### config.mk
export PLATFORM = sky130hd
export DESIGN_NAME = i2c_reg_ctrl
export DESIGN_NICKNAME = d
export VERILOG_FILES = /design/src/rtl/i2c_pkg.sv /design/src/rtl/i2c_reg_ptr.sv /design/src/rtl/i2c_reg_ctrl.sv
export SDC_FILE = /design/constraint.sdc
export NUM_CORES = 1
export LEC_CHECK = 0
export CORE_ASPECT_RATIO = 1.4
export CORE_MARGIN = 2
export CORE_UTILIZATION = 28
export DETAILED_ROUTE_END_ITERATION = 6
export GPL_TIMING_DRIVEN = 0
export MAX_ROUTING_LAYER = met4
export SYNTH_ARGS = -nofsm -noshare
export SYNTH_HDL_FRONTEND = slang
export SYNTH_SLANG_ARGS = --single-unit
### constraint.sdc
create_clock -name clk -period 1.7 [get_ports clk]
set_input_delay 0.255 -clock clk [delete_from_list [all_inputs] [get_ports clk]]
set_output_delay 0.255 -clock clk [all_outputs]
set_load 0.05 [all_outputs]
### src/rtl/i2c_pkg.sv
// rtl/i2c_pkg.sv - shared state encoding and data width for the I2C register sequencer
package i2c_pkg;

  localparam int DATA_W = 8;

  typedef enum logic [2:0] {
    IDLE      = 3'd0,
    WAIT_ADDR = 3'd1,
    GET_PTR   = 3'd2,
    WRITE     = 3'd3,
    READ      = 3'd4
  } state_t;

endpackage

### src/rtl/i2c_reg_ptr.sv
// rtl/i2c_reg_ptr.sv - register pointer with load, wrapping increment and range check
module i2c_reg_ptr
  import i2c_pkg::*;
#(
  parameter int NUM_REGS = 8,
  parameter int PTR_W    = 3
) (
  input  logic              clk,
  input  logic              reset,
  input  logic              load,
  input  logic [DATA_W-1:0] load_val,
  input  logic              inc,
  output logic [PTR_W-1:0]  ptr,
  output logic              in_range
);

  localparam logic [DATA_W:0] LP_LIMIT = (DATA_W + 1)'(NUM_REGS);
  localparam logic [PTR_W-1:0] LP_LAST = PTR_W'(NUM_REGS - 1);

  logic [PTR_W-1:0] r_ptr;

  // Nine-bit compare so NUM_REGS = 256 accepts every byte value.
  assign in_range = ({1'b0, load_val} < LP_LIMIT);
  assign ptr      = r_ptr;

  always_ff @(posedge clk) begin
    if (reset) begin
      r_ptr <= '0;
    end else if (load) begin
      r_ptr <= load_val[PTR_W-1:0];
    end else if (inc) begin
      r_ptr <= (r_ptr == LP_LAST) ? '0 : r_ptr + 1'b1;
    end
  end

endmodule

### src/rtl/i2c_reg_ctrl.sv
// rtl/i2c_reg_ctrl.sv - byte-stream to register-port sequencer behind an I2C slave core
module i2c_reg_ctrl
  import i2c_pkg::*;
#(
  parameter int NUM_REGS = 8,
  parameter int PTR_W    = 3
) (
  input  logic              clk,
  input  logic              reset,
  input  logic              start,
  input  logic              stop,
  input  logic              addr_match,
  input  logic              rw,
  input  logic [DATA_W-1:0] rx_data,
  input  logic              rx_valid,
  input  logic              tx_req,
  output logic [DATA_W-1:0] tx_data,
  output logic              tx_valid,
  output logic              wr_en,
  output logic [PTR_W-1:0]  wr_addr,
  output logic [DATA_W-1:0] wr_data,
  output logic [PTR_W-1:0]  rd_addr,
  input  logic [DATA_W-1:0] rd_data,
  output logic              busy,
  output logic              err
);

  state_t            r_state;
  state_t            w_next;
  logic              w_load;
  logic              w_inc;
  logic              w_wr;
  logic              w_tx;
  logic              w_set_err;
  logic              w_clr_err;
  logic [PTR_W-1:0]  w_ptr;
  logic              w_in_range;
  logic              r_wr_en;
  logic [PTR_W-1:0]  r_wr_addr;
  logic [DATA_W-1:0] r_wr_data;
  logic              r_tx_valid;
  logic [DATA_W-1:0] r_tx_data;
  logic              r_err;

  i2c_reg_ptr #(
    .NUM_REGS (NUM_REGS),
    .PTR_W    (PTR_W)
  ) u_ptr (
    .clk      (clk),
    .reset    (reset),
    .load     (w_load),
    .load_val (rx_data),
    .inc      (w_inc),
    .ptr      (w_ptr),
    .in_range (w_in_range)
  );

  always_ff @(posedge clk) begin
    if (reset) begin
      r_state <= IDLE;
    end else begin
      r_state <= w_next;
    end
  end

  // stop and start pre-empt every per-state strobe, so coincident bytes are dropped.
  always_comb begin
    w_next    = r_state;
    w_load    = 1'b0;
    w_inc     = 1'b0;
    w_wr      = 1'b0;
    w_tx      = 1'b0;
    w_set_err = 1'b0;
    w_clr_err = 1'b0;
    if (stop) begin
      w_next = IDLE;
    end else if (start) begin
      w_next    = WAIT_ADDR;
      w_clr_err = 1'b1;
    end else begin
      case (r_state)
        WAIT_ADDR: begin
          if (addr_match) begin
            w_next = rw ? READ : GET_PTR;
          end
        end
        GET_PTR: begin
          if (rx_valid) begin
            w_next    = WRITE;
            w_load    = w_in_range;
            w_set_err = !w_in_range;
          end
        end
        WRITE: begin
          if (rx_valid && !r_err) begin
            w_wr  = 1'b1;
            w_inc = 1'b1;
          end
        end
        READ: begin
          if (tx_req) begin
            w_tx  = 1'b1;
            w_inc = 1'b1;
          end
        end
        default: w_next = r_state;
      endcase
    end
  end

  always_ff @(posedge clk) begin
    if (reset) begin
      r_wr_en    <= 1'b0;
      r_wr_addr  <= '0;
      r_wr_data  <= '0;
      r_tx_valid <= 1'b0;
      r_tx_data  <= '0;
      r_err      <= 1'b0;
    end else begin
      r_wr_en    <= w_wr;
      r_tx_valid <= w_tx;
      if (w_wr) begin
        r_wr_addr <= w_ptr;
        r_wr_data <= rx_data;
      end
      if (w_tx) begin
        r_tx_data <= rd_data;
      end
      if (w_clr_err) begin
        r_err <= 1'b0;
      end else if (w_set_err) begin
        r_err <= 1'b1;
      end
    end
  end

  assign wr_en    = r_wr_en;
  assign wr_addr  = r_wr_addr;
  assign wr_data  = r_wr_data;
  assign tx_valid = r_tx_valid;
  assign tx_data  = r_tx_data;
  assign err      = r_err;
  assign busy     = (r_state != IDLE);
  assign rd_addr  = w_ptr;

endmodule

Yosys cells after proc, flatten, opt, wreduce, memory -nomap -nowiden
Cells that the tools add are included.
{"block": "word_totals", "latchBits": 0, "register_bits": 28, "memories": 0, "mem_bits_rw": 0, "output_inout_bits": 26, "rom_bits": 0}
{"block": "op_classes", "bitwise_logic": 0, "magnitude_cmp": 1, "div_mod_pow": 0, "shifts": 0, "n_addsub": 1, "eq_ne": 9, "mux": 29, "n_mul": 0, "reduce_logical": 12}
{"cell": "$mux W1", "n": 21}
{"cell": "$mux W3", "n": 6}
{"cell": "$lt A8 B4 Y1 const B", "n": 1}
{"cell": "$eq A3 B2 Y1 const B", "n": 2}
{"cell": "$eq A3 B3 Y1 const B", "n": 2}
{"cell": "$ne A3 B3 Y1 const B", "n": 2}
{"cell": "$pmux W3 S2", "n": 1}
{"cell": "$reduce_and A3 Y1", "n": 2}
{"cell": "$reduce_bool A3 Y1", "n": 2}
{"cell": "$ne A2 B2 Y1 const B", "n": 2}
{"cell": "$reduce_bool A2 Y1", "n": 2}
{"cell": "$reduce_or A2 Y1", "n": 2}
{"cell": "$add A3 B1 Y3 const B", "n": 1}
{"cell": "$eq A3 B1 Y1 const B", "n": 1}
{"cell": "$reduce_or A3 Y1", "n": 1}
{"cell": "$logic_not A1 Y1", "n": 2}
{"cell": "$pmux W1 S2", "n": 1}
{"cell": "$logic_and A1 B1 Y1", "n": 1}

Longest topological paths before layout
Gate-level depths: netlist (run 1).
{"block": "logic_depth", "depth_word": 8, "ltp_mapped": 7, "depth_no_buf": 5}

Cells and area by module
From an unflattened synthesis (run 1), not the netlist that was laid out.
{"block": "hier_totals", "cells_unflattened": 135, "area_unflattened_um2": 1346.3}
{"module": "i2c_reg_ctrl", "cells_per_inst": 116, "n_inst": 1, "area_each_um2": 1157.4}
{"module": "i2c_reg_ptr", "cells_per_inst": 19, "n_inst": 1, "area_each_um2": 188.9}

Least setup slack after synthesis (run 1)
No wires, ideal clock.
{"block": "synth_timing", "path_type": "register to register", "start": "reg r_err, in the netlist err", "end": "reg u_ptr.r_ptr[2], in the netlist u_ptr.ptr[2]", "stages_incl_launch_ff": 7, "slack_ns": -0.013, "required_ns": 1.568, "period_less_slack_ns": 1.713, "arrival_ns": 1.581, "setup_time_ns": 0.132, "cell_sequence": "dfxtp_1 -> nand2b_1 -> or4_1 -> buf_4 -> nand2_4 -> mux2i_1 -> a211oi_2"}
{"block": "synth_between", "elab_chain_len": 7}
{"item": "from (decl)", "line": "i2c_reg_ctrl.sv:43", "source": "logic r_err;"}
{"item": "from (signal assigned)", "line": "i2c_reg_ctrl.sv:118", "source": "r_err <= 1'b0;"}
{"item": "from (signal assigned)", "line": "i2c_reg_ctrl.sv:130", "source": "r_err <= 1'b0;"}
{"item": "from (signal assigned)", "line": "i2c_reg_ctrl.sv:132", "source": "r_err <= 1'b1;"}
{"item": "$logic_not A1 Y1", "line": "i2c_reg_ctrl.sv:95", "source": "if (rx_valid && !r_err) begin"}
{"item": "$logic_and A1 B1 Y1", "line": "i2c_reg_ctrl.sv:95"}
{"item": "$mux W1", "line": "i2c_reg_ctrl.sv:95"}
{"item": "$pmux W1 S2", "line": "i2c_reg_ctrl.sv:81", "source": "case (r_state)"}
{"item": "$mux W1", "line": "i2c_reg_ctrl.sv:77", "source": "end else if (start) begin"}
{"item": "$mux W1", "line": "i2c_reg_ctrl.sv:75", "source": "if (stop) begin"}
{"item": "$reduce_bool A2 Y1 (no line)"}
{"item": "to (signal assigned)", "line": "i2c_reg_ptr.sv:30", "source": "r_ptr <= load_val[PTR_W-1:0];"}
{"item": "to (signal assigned)", "line": "i2c_reg_ptr.sv:32", "source": "r_ptr <= (r_ptr == LP_LAST) ? '0 : r_ptr + 1'b1;"}
{"item": "to (decl)", "line": "i2c_reg_ptr.sv:20", "source": "logic [PTR_W-1:0] r_ptr;"}
No other way between the ends.
A chain may end at the register's enable or synchronous reset.

Worst setup path in the final report (run 1)
{"block": "layout_timing", "start": "reg r_wr_data[3], in the netlist wr_data[3]", "end": "out wr_data[3]"}
{"item": "from (decl)", "line": "i2c_reg_ctrl.sv:40", "source": "logic [DATA_W-1:0] r_wr_data;"}
{"item": "from (signal assigned)", "line": "i2c_reg_ctrl.sv:124", "source": "r_wr_data <= rx_data;"}
{"item": "to (decl)", "line": "i2c_reg_ctrl.sv:21", "source": "output logic [DATA_W-1:0] wr_data,"}
No word-level cell between the ends.

==> results of run 1 <==
[cells by family (layout without fill, tap and decap cells)]
kind of cell / count (synthesis) / in the layout / share of synthesized area
AO/OA/AOI/OAI: 9 / 9 / 0.0627
adder cells (fa/ha/maj): 2 / 2 / 0.0220
multiplexers: 20 / 20 / 0.176
buffers and inverters: 8 / 61 / 0.0374
AND/OR/NAND/NOR: 50 / 50 / 0.209
flip-flops: 28 / 28 / 0.493
[repair_timing]
item,4_1_cts,5_1_grt
hold endpoints to repair,0,0
setup buffers,2,1
resized for setup,14,21
pin swaps,0,0
endpoints found under the setup margin,21,29
[Yosys cell counts]
cell type   n
mux2i_1    20
nand2_4     1
nor2b_1     1
buf_4       1
clkbuf_1    4
nor2_1     32
a21oi_1     2
ha_1        2
a211oi_2    2
nor3_1      2
or2_2       1
a2111oi_0   1
nand4b_1    1
nand3b_1    2
nor4_1      2
nand4_1     1
buf_6       1
dfxtp_1    28
nand2_1     1
buf_2       1
nand2b_1    2
a31oi_1     2
nand3_1     2
a21o_1      1
o21bai_1    1
inv_1       1
or4_1       2
[stage by stage]
stage	cells	hold WS, ns	setup slack, ns
global placement	208	0.478	-0.341
global route	213	0.315	0.00591
CTS	213	0.363	0.00377
detailed placement	208	0.487	-0.373
floorplan	117	0.331	0.0953
finish	213	0.297	0.0289
[registers in the layout (all words and copies together) (netlist names)]
register   cells
err            1
r_state        3
tx_data        8
tx_valid       1
u_ptr.ptr      3
wr_addr        3
wr_data        8
wr_en          1
[routing by layer]
layer | share of wire | global-route usage
met1 | 0.41 | 0.154
met2 | 0.51 | 0.227
met3 | 0.072 | 0.0292
met4 | 0.012 | 0.0419
met5 | 0 | -
[power breakdown]
part	internal (mW)	switching, mW	total, mW
registers	0.657	0.00242	0.659
logic	0.0533	0.0373	0.0906
clock network	0.315	0.210	0.525
[worst paths after layout]
check	from	end	slack, ns	cells after the start
min	start	r_state[2]	0.30	2
max reg2reg	r_state[2]	u_ptr.ptr[2]	0.06	5
max	wr_data[3]	wr_data[3]	0.03	1
min reg2reg	wr_addr[1]	wr_addr[1]	0.50	2
[area by class of cell]
class                      instances  area, um2  share of cell area
inverter                           1       3.75             0.00209
timing repair buffer              51        527               0.293
multi-input combinational         81        549               0.305
tap                               43       53.8              0.0299
buffer                             5       31.3              0.0174
clock buffer                       3       41.3              0.0229
sequential                        28        563               0.313
clock inverter                     1       30.0              0.0167
==> impl_summary.txt, run 1 <==
----------------------------------------------------
[Status]
  Status ... finished, final reports clean

[STA]
  Unrepaired setup endpoints after global routing ... no
  Actual slew at the worst max-slew pin ... 0.510 ns
  Slew HR ... 0.659
  Final worst path period share ... 0.983
  Count of endpoints failing hold in the final timing report ... 0
  Max Freq ... between 500 and 600 MHz
  Final Critical Period ... 1.67 ns
  Max-slew violation count ... 0
  Total Negative Setup Slacks ... 0 ns
  Final setup fails ... 0
  Clock Skews ... 0.00384 ns

[Clock network]
  H-tree levels ... 1
  Register clock-pin slew on the reported worst setup and hold paths ... 0.10 ns
  Clock tree buffer depth ... 2
  Clock root buffer ... clkbuf_8
  TritonCTS clock tree ... built
  CTS Hold Bufs ... 0
  Clock Latency Late Sink ... between 0.2 and 0.3 ns
  Total clock sinks ... 28
  TritonCTS Buffers ... 3

[Die]
  Total I/O pin count ... 50
  Placeable core region ... roughly 4000 um2
  Number of placement rows ... 27
  Die ar. ... approximately 4600 um2
  Initial cell density of the core ... 0.290
  Vertical die dimension ... between 70 and 80 um
  Die Span X ... 57.9 um

[Synthesis]
  Distinct cell type count after synthesis ... 27
  Register bit count reported by yosys ... 28
  Yosys synthesis warning count ... 0
  Cells taking the most area after synthesis ... dfxtp_1 49%, mux2i_1 18%, nor2_1 11%, a211oi_2 2.2%, ha_1 2.2%
  Post-synthesis instance area ... about 1100 um2
  Sequential share of the synthesized area ... 0.493
  Largest area contributor in the netlist ... dfxtp_1
  Synthesized netlist cell count ... ~120
  Post-Synthesis Net Count ... ~140
  Synth Area per Inst ... 9.72 um2
  Portion of synthesized cell area occupied by the leading cell type ... 0.493

[Setup path]
  Cell with the biggest individual delay on the critical path ... clkdlybuf4s50_1
  Category of the most critical setup path ... flop to output pin
  Kind of end point of the critical path ... output pin
  CP Buf/Inv Count ... 1
  Kind of cell adding the most delay to the critical path ... buffers and inverters
  Worst-path cell chain ... clkdlybuf4s50_1
  Data required time of the critical path ... 1.44 ns
  Sort of element at the start of the critical path ... flop
  Highest cell delay on the worst timing path ... approximately 0.80 ns
  Critical-path maximum fanout ... 2
  Arrival time at the worst endpoint ... 1.42 ns

[Detailed routing]
  Via density per instance ... ~4.8
  Residual DRC count ... 0
  Drt pass-1 iters ... 4
  Wire length per cell after detailed routing ... between 10 and 15 um
  Via Count ... 1026
  Post-detailed-route count of antenna-violating nets ... 0
  Total Wirelength ... approximately 2.9 mm
  Number of DRC violations after detailed-routing iteration 0 ... 14

[Placed design]
  Final GP Congestion ... between 0.8 and 0.9
  Placed inst area ... between 1500 and 2000 um2
  Detailed placer's ending HPWL ... roughly 2.2 mm
  Number of buffer cells added on primary ports ... 48

[GRT]
  Final global-route overflow total ... 0
  Vias in the first global route ... 1044
  Number of antenna violations at the first check in global routing ... 0
  Largest net degree at the start of global routing ... 17
  Combined global-route utilization of all metal layers ... 0.133
  Wire length of the first global-routing pass ... around 4.7 mm

[Layout]
  Filler instances ... 386
  Final design utilization ... 0.459
  Most common cell after layout, fill and taps aside ... nor2_1
  Share of cells above drive strength 1 ... 0.118
  Layout Area Growth over Synthesis ... 58.2%
  Final Cell Area ... between 1500 and 2000 um2
  Diodes inserted ... 0
  NumNets Final ... between 150 and 200
  Commonest non-fill, non-tap cells in the layout ... 31 x nor2_1, 26 x dfxtp_1, 22 x clkdlybuf4s50_1, 19 x mux2i_1, 16 x dlymetal6s2s_1

[Flow run]
  Number of violations of the max-capacitance limit ... 0

[Power and ir drop]
  P_leak ... around 1.1 nW
  Total power density per cell area ... between 700 and 800 nW/um2
  Design Power ... 1.27 mW
  Largest vdd supply drop ... roughly 0.44 mV

[Hold path]
  Class of the worst hold path ... input port to flop

----------------------------------------------------
Note: power is estimated with default switching activity, not from simulation.
==> run 2, diff against run 1 <==
- CAP_MARGIN: not set -> 20
- PLACE_DENSITY: not set -> 0.66
==> run 2 against run 1 <==
Net effect:
- critical path depth unchanged
- global-route usage increased by 0.096 points
- flip-flop and latch count unchanged
- core utilization increased by 0.096 points
- critical path type unchanged
==> impl_summary.txt, run 2 (synthesis results as in run 1) <==
----------------------------------------------------
[Setup path]
  Highest cell delay on the worst timing path ... 0.79 ns (was 0.80 ns)
  Cell with the biggest individual delay on the critical path ... clkdlybuf4s50_1 (unchanged)
  Arrival time at the worst endpoint ... 1.38 ns (was 1.42 ns)
  Sort of element at the start of the critical path ... flop (unchanged)
  Category of the most critical setup path ... flop to output pin (unchanged)
  Worst-path cell chain ... clkdlybuf4s50_1 (unchanged)
  Data required time of the critical path ... 1.44 ns (about the same)
  Kind of end point of the critical path ... output pin (unchanged)
  Kind of cell adding the most delay to the critical path ... buffers and inverters (unchanged)
  Critical-path maximum fanout ... 1 (was 2)
  CP Buf/Inv Count ... 1 (unchanged)

[STA]
  Max Freq ... 611 MHz (was 598 MHz)
  Count of endpoints failing hold in the final timing report ... 0 (unchanged)
  Actual slew at the worst max-slew pin ... 0.514 ns (was 0.510 ns)
  Unrepaired setup endpoints after global routing ... no (unchanged)
  Final worst path period share ... 0.963 (was 0.983)
  Total Negative Setup Slacks ... 0 ns (unchanged)
  Hold Worst Slack ... 0.299 ns (was 0.297 ns)
  Smallest setup slack after layout ... 0.0635 ns (was 0.0289 ns)
  Max-slew violation count ... 0 (unchanged)
  Final Critical Period ... 1.64 ns (was 1.67 ns)
  Slew HR ... 0.657 (was 0.659)
  Clock Skews ... 0.00672 ns (was 0.00384 ns)
  Final setup fails ... 0 (unchanged)

[Detailed routing]
  Routed wl met3 ... 120 um (was 208 um)
  Total Wirelength ... 2.86 mm (was 2.87 mm)
  Drt pass-1 iters ... 4 (unchanged)
  Number of DRC violations after detailed-routing iteration 0 ... 13 (was 14)
  Uppermost metal layer occupied by signal nets ... met4 (unchanged)
  Post-detailed-route count of antenna-violating nets ... 0 (unchanged)
  Via Count ... 1008 (was 1026)
  Metal-1 WL ... 1.18 mm (was 1.17 mm)
  Wire length per cell after detailed routing ... 13.4 um (was 13.5 um)
  Via density per instance ... 4.73 (was 4.82)
  Residual DRC count ... 0 (unchanged)
  Routed wl met2 ... 1.53 mm (was 1.46 mm)

[Placed design]
  Number of buffer cells added on primary ports ... 48 (unchanged)
  Detailed placer's ending HPWL ... 2.21 mm (was 2.17 mm)
  Cell count after placement ... 208 (unchanged)
  Placed inst area ... 1670 um2 (unchanged)
  Worst slack after detailed placement ... -0.378 ns (was -0.373 ns)
  Final GP Congestion ... 0.775 (was 0.823)

[GRT]
  Number of antenna violations at the first check in global routing ... 0 (unchanged)
  Combined global-route utilization of all metal layers ... 0.134 (was 0.133)
  Final global-route overflow total ... 0 (unchanged)
  Wire length of the first global-routing pass ... 4.75 mm (was 4.66 mm)
  Vias in the first global route ... 1093 (was 1044)
  Largest net degree at the start of global routing ... 17 (unchanged)

[Die]
  Initial cell density of the core ... 0.290 (unchanged)
  Die ar. ... 4600 um2 (unchanged)
  Vertical die dimension ... 79.4 um (unchanged)
  Die Span X ... 57.9 um (unchanged)
  Number of placement rows ... 27 (unchanged)
  Placeable core region ... 3920 um2 (unchanged)
  Total I/O pin count ... 50 (unchanged)

[Layout]
  Filler instances ... 386 (unchanged)
  NumNets Final ... 197 (unchanged)
  Final design utilization ... 0.460 (was 0.459)
  Final Cell Area ... 1800 um2 (about the same)
  Count of non-filler cells in the finished layout ... 213 (unchanged)
  Diodes inserted ... 0 (unchanged)
  Share of cells above drive strength 1 ... 0.106 (was 0.118)
  Commonest non-fill, non-tap cells in the layout ... 31 x nor2_1, 26 x dfxtp_1, 21 x clkdlybuf4s50_1, 20 x mux2i_1, 17 x dlymetal6s2s_1 (was 31 x nor2_1, 26 x dfxtp_1, 22 x clkdlybuf4s50_1, 19 x mux2i_1, 16 x dlymetal6s2s_1)
  Layout Area Growth over Synthesis ... 58.5% (was 58.2%)
  Most common cell after layout, fill and taps aside ... nor2_1 (unchanged)

[Clock network]
  TritonCTS Buffers ... 3 (unchanged)
  Clock Latency Late Sink ... 0.28 ns (about the same)
  TritonCTS clock tree ... built (unchanged)
  Register clock-pin slew on the reported worst setup and hold paths ... 0.10 ns (about the same)
  Clock tree buffer depth ... 2 (unchanged)
  Total clock sinks ... 28 (unchanged)
  CTS Hold Bufs ... 0 (unchanged)
  H-tree levels ... 1 (unchanged)
  Clock root buffer ... clkbuf_8 (unchanged)

[Power and ir drop]
  Total power density per cell area ... 705 nW/um2 (was 708 nW/um2)
  Largest vdd supply drop ... 0.525 mV (was 0.436 mV)
  P_leak ... 1.14 nW (was 1.11 nW)
  Design Power ... 1.27 mW (about the same)

[Flow run]
  Number of violations of the max-capacitance limit ... 0 (unchanged)

[Hold path]
  Class of the worst hold path ... input port to flop (unchanged)

[Status]
  Status ... finished, final reports clean (unchanged)

----------------------------------------------------
==> run 2: cell types whose count changed in the layout (fill, tap and decap cells not counted), sizes merged <==
cell           before  now
clkbuf              7    6
clkdlybuf4s15       0    1
clkdlybuf4s50      22   21
dlymetal6s2s       16   17
==> run 2: routing by layer <==
layer  global-route usage  vias to the layer above
met2                0.238                       29
li1                     -                      507
met3               0.0178                        4
met4               0.0419                        0
met1                0.155                      468
met5                    -                        -
==> run 2: worst paths after layout <==
check | start | end | slack (ns) | cells past startpoint
worst min register to register | wr_data[0] | wr_data[0] | 0.50 | 2
worst max-delay path | tx_valid | tx_valid | 0.06 | 1
worst min-delay path | start | r_state[1] | 0.30 | 2
worst max register to register | r_state[2] | u_ptr.ptr[2] | 0.10 | 6
==> run 2: where the power goes <==
| part | switching, mW | leakage, nW | internal [mW] | total [mW] |
|---|---|---|---|---|
| combinational | 0.0367 | 0.875 | 0.0537 | 0.0904 |
| sequential | 0.00252 | 0.227 | 0.656 | 0.658 |
| clock | 0.207 | 0.0357 | 0.315 | 0.523 |
==> run 2: what timing repair did <==
action                     CTS  global route
cloned                       0             0
setup endpoints to repair   19            28
pin swaps                    1             0
buffers inserted             2             0
resized for setup           15            19
==> run 2: final cells by class <==
cell class,instances,area (um2),share of cell area
Tap cell,43,53.8,0.0298
Clock inverter,1,30.0,0.0167
Clock buffer,3,41.3,0.0229
Sequential cell,28,566,0.314
Timing Repair Buffer,50,528,0.293
Inverter,1,3.75,0.00208
Multi-Input combinational cell,81,542,0.300
Buffer,6,38.8,0.0215
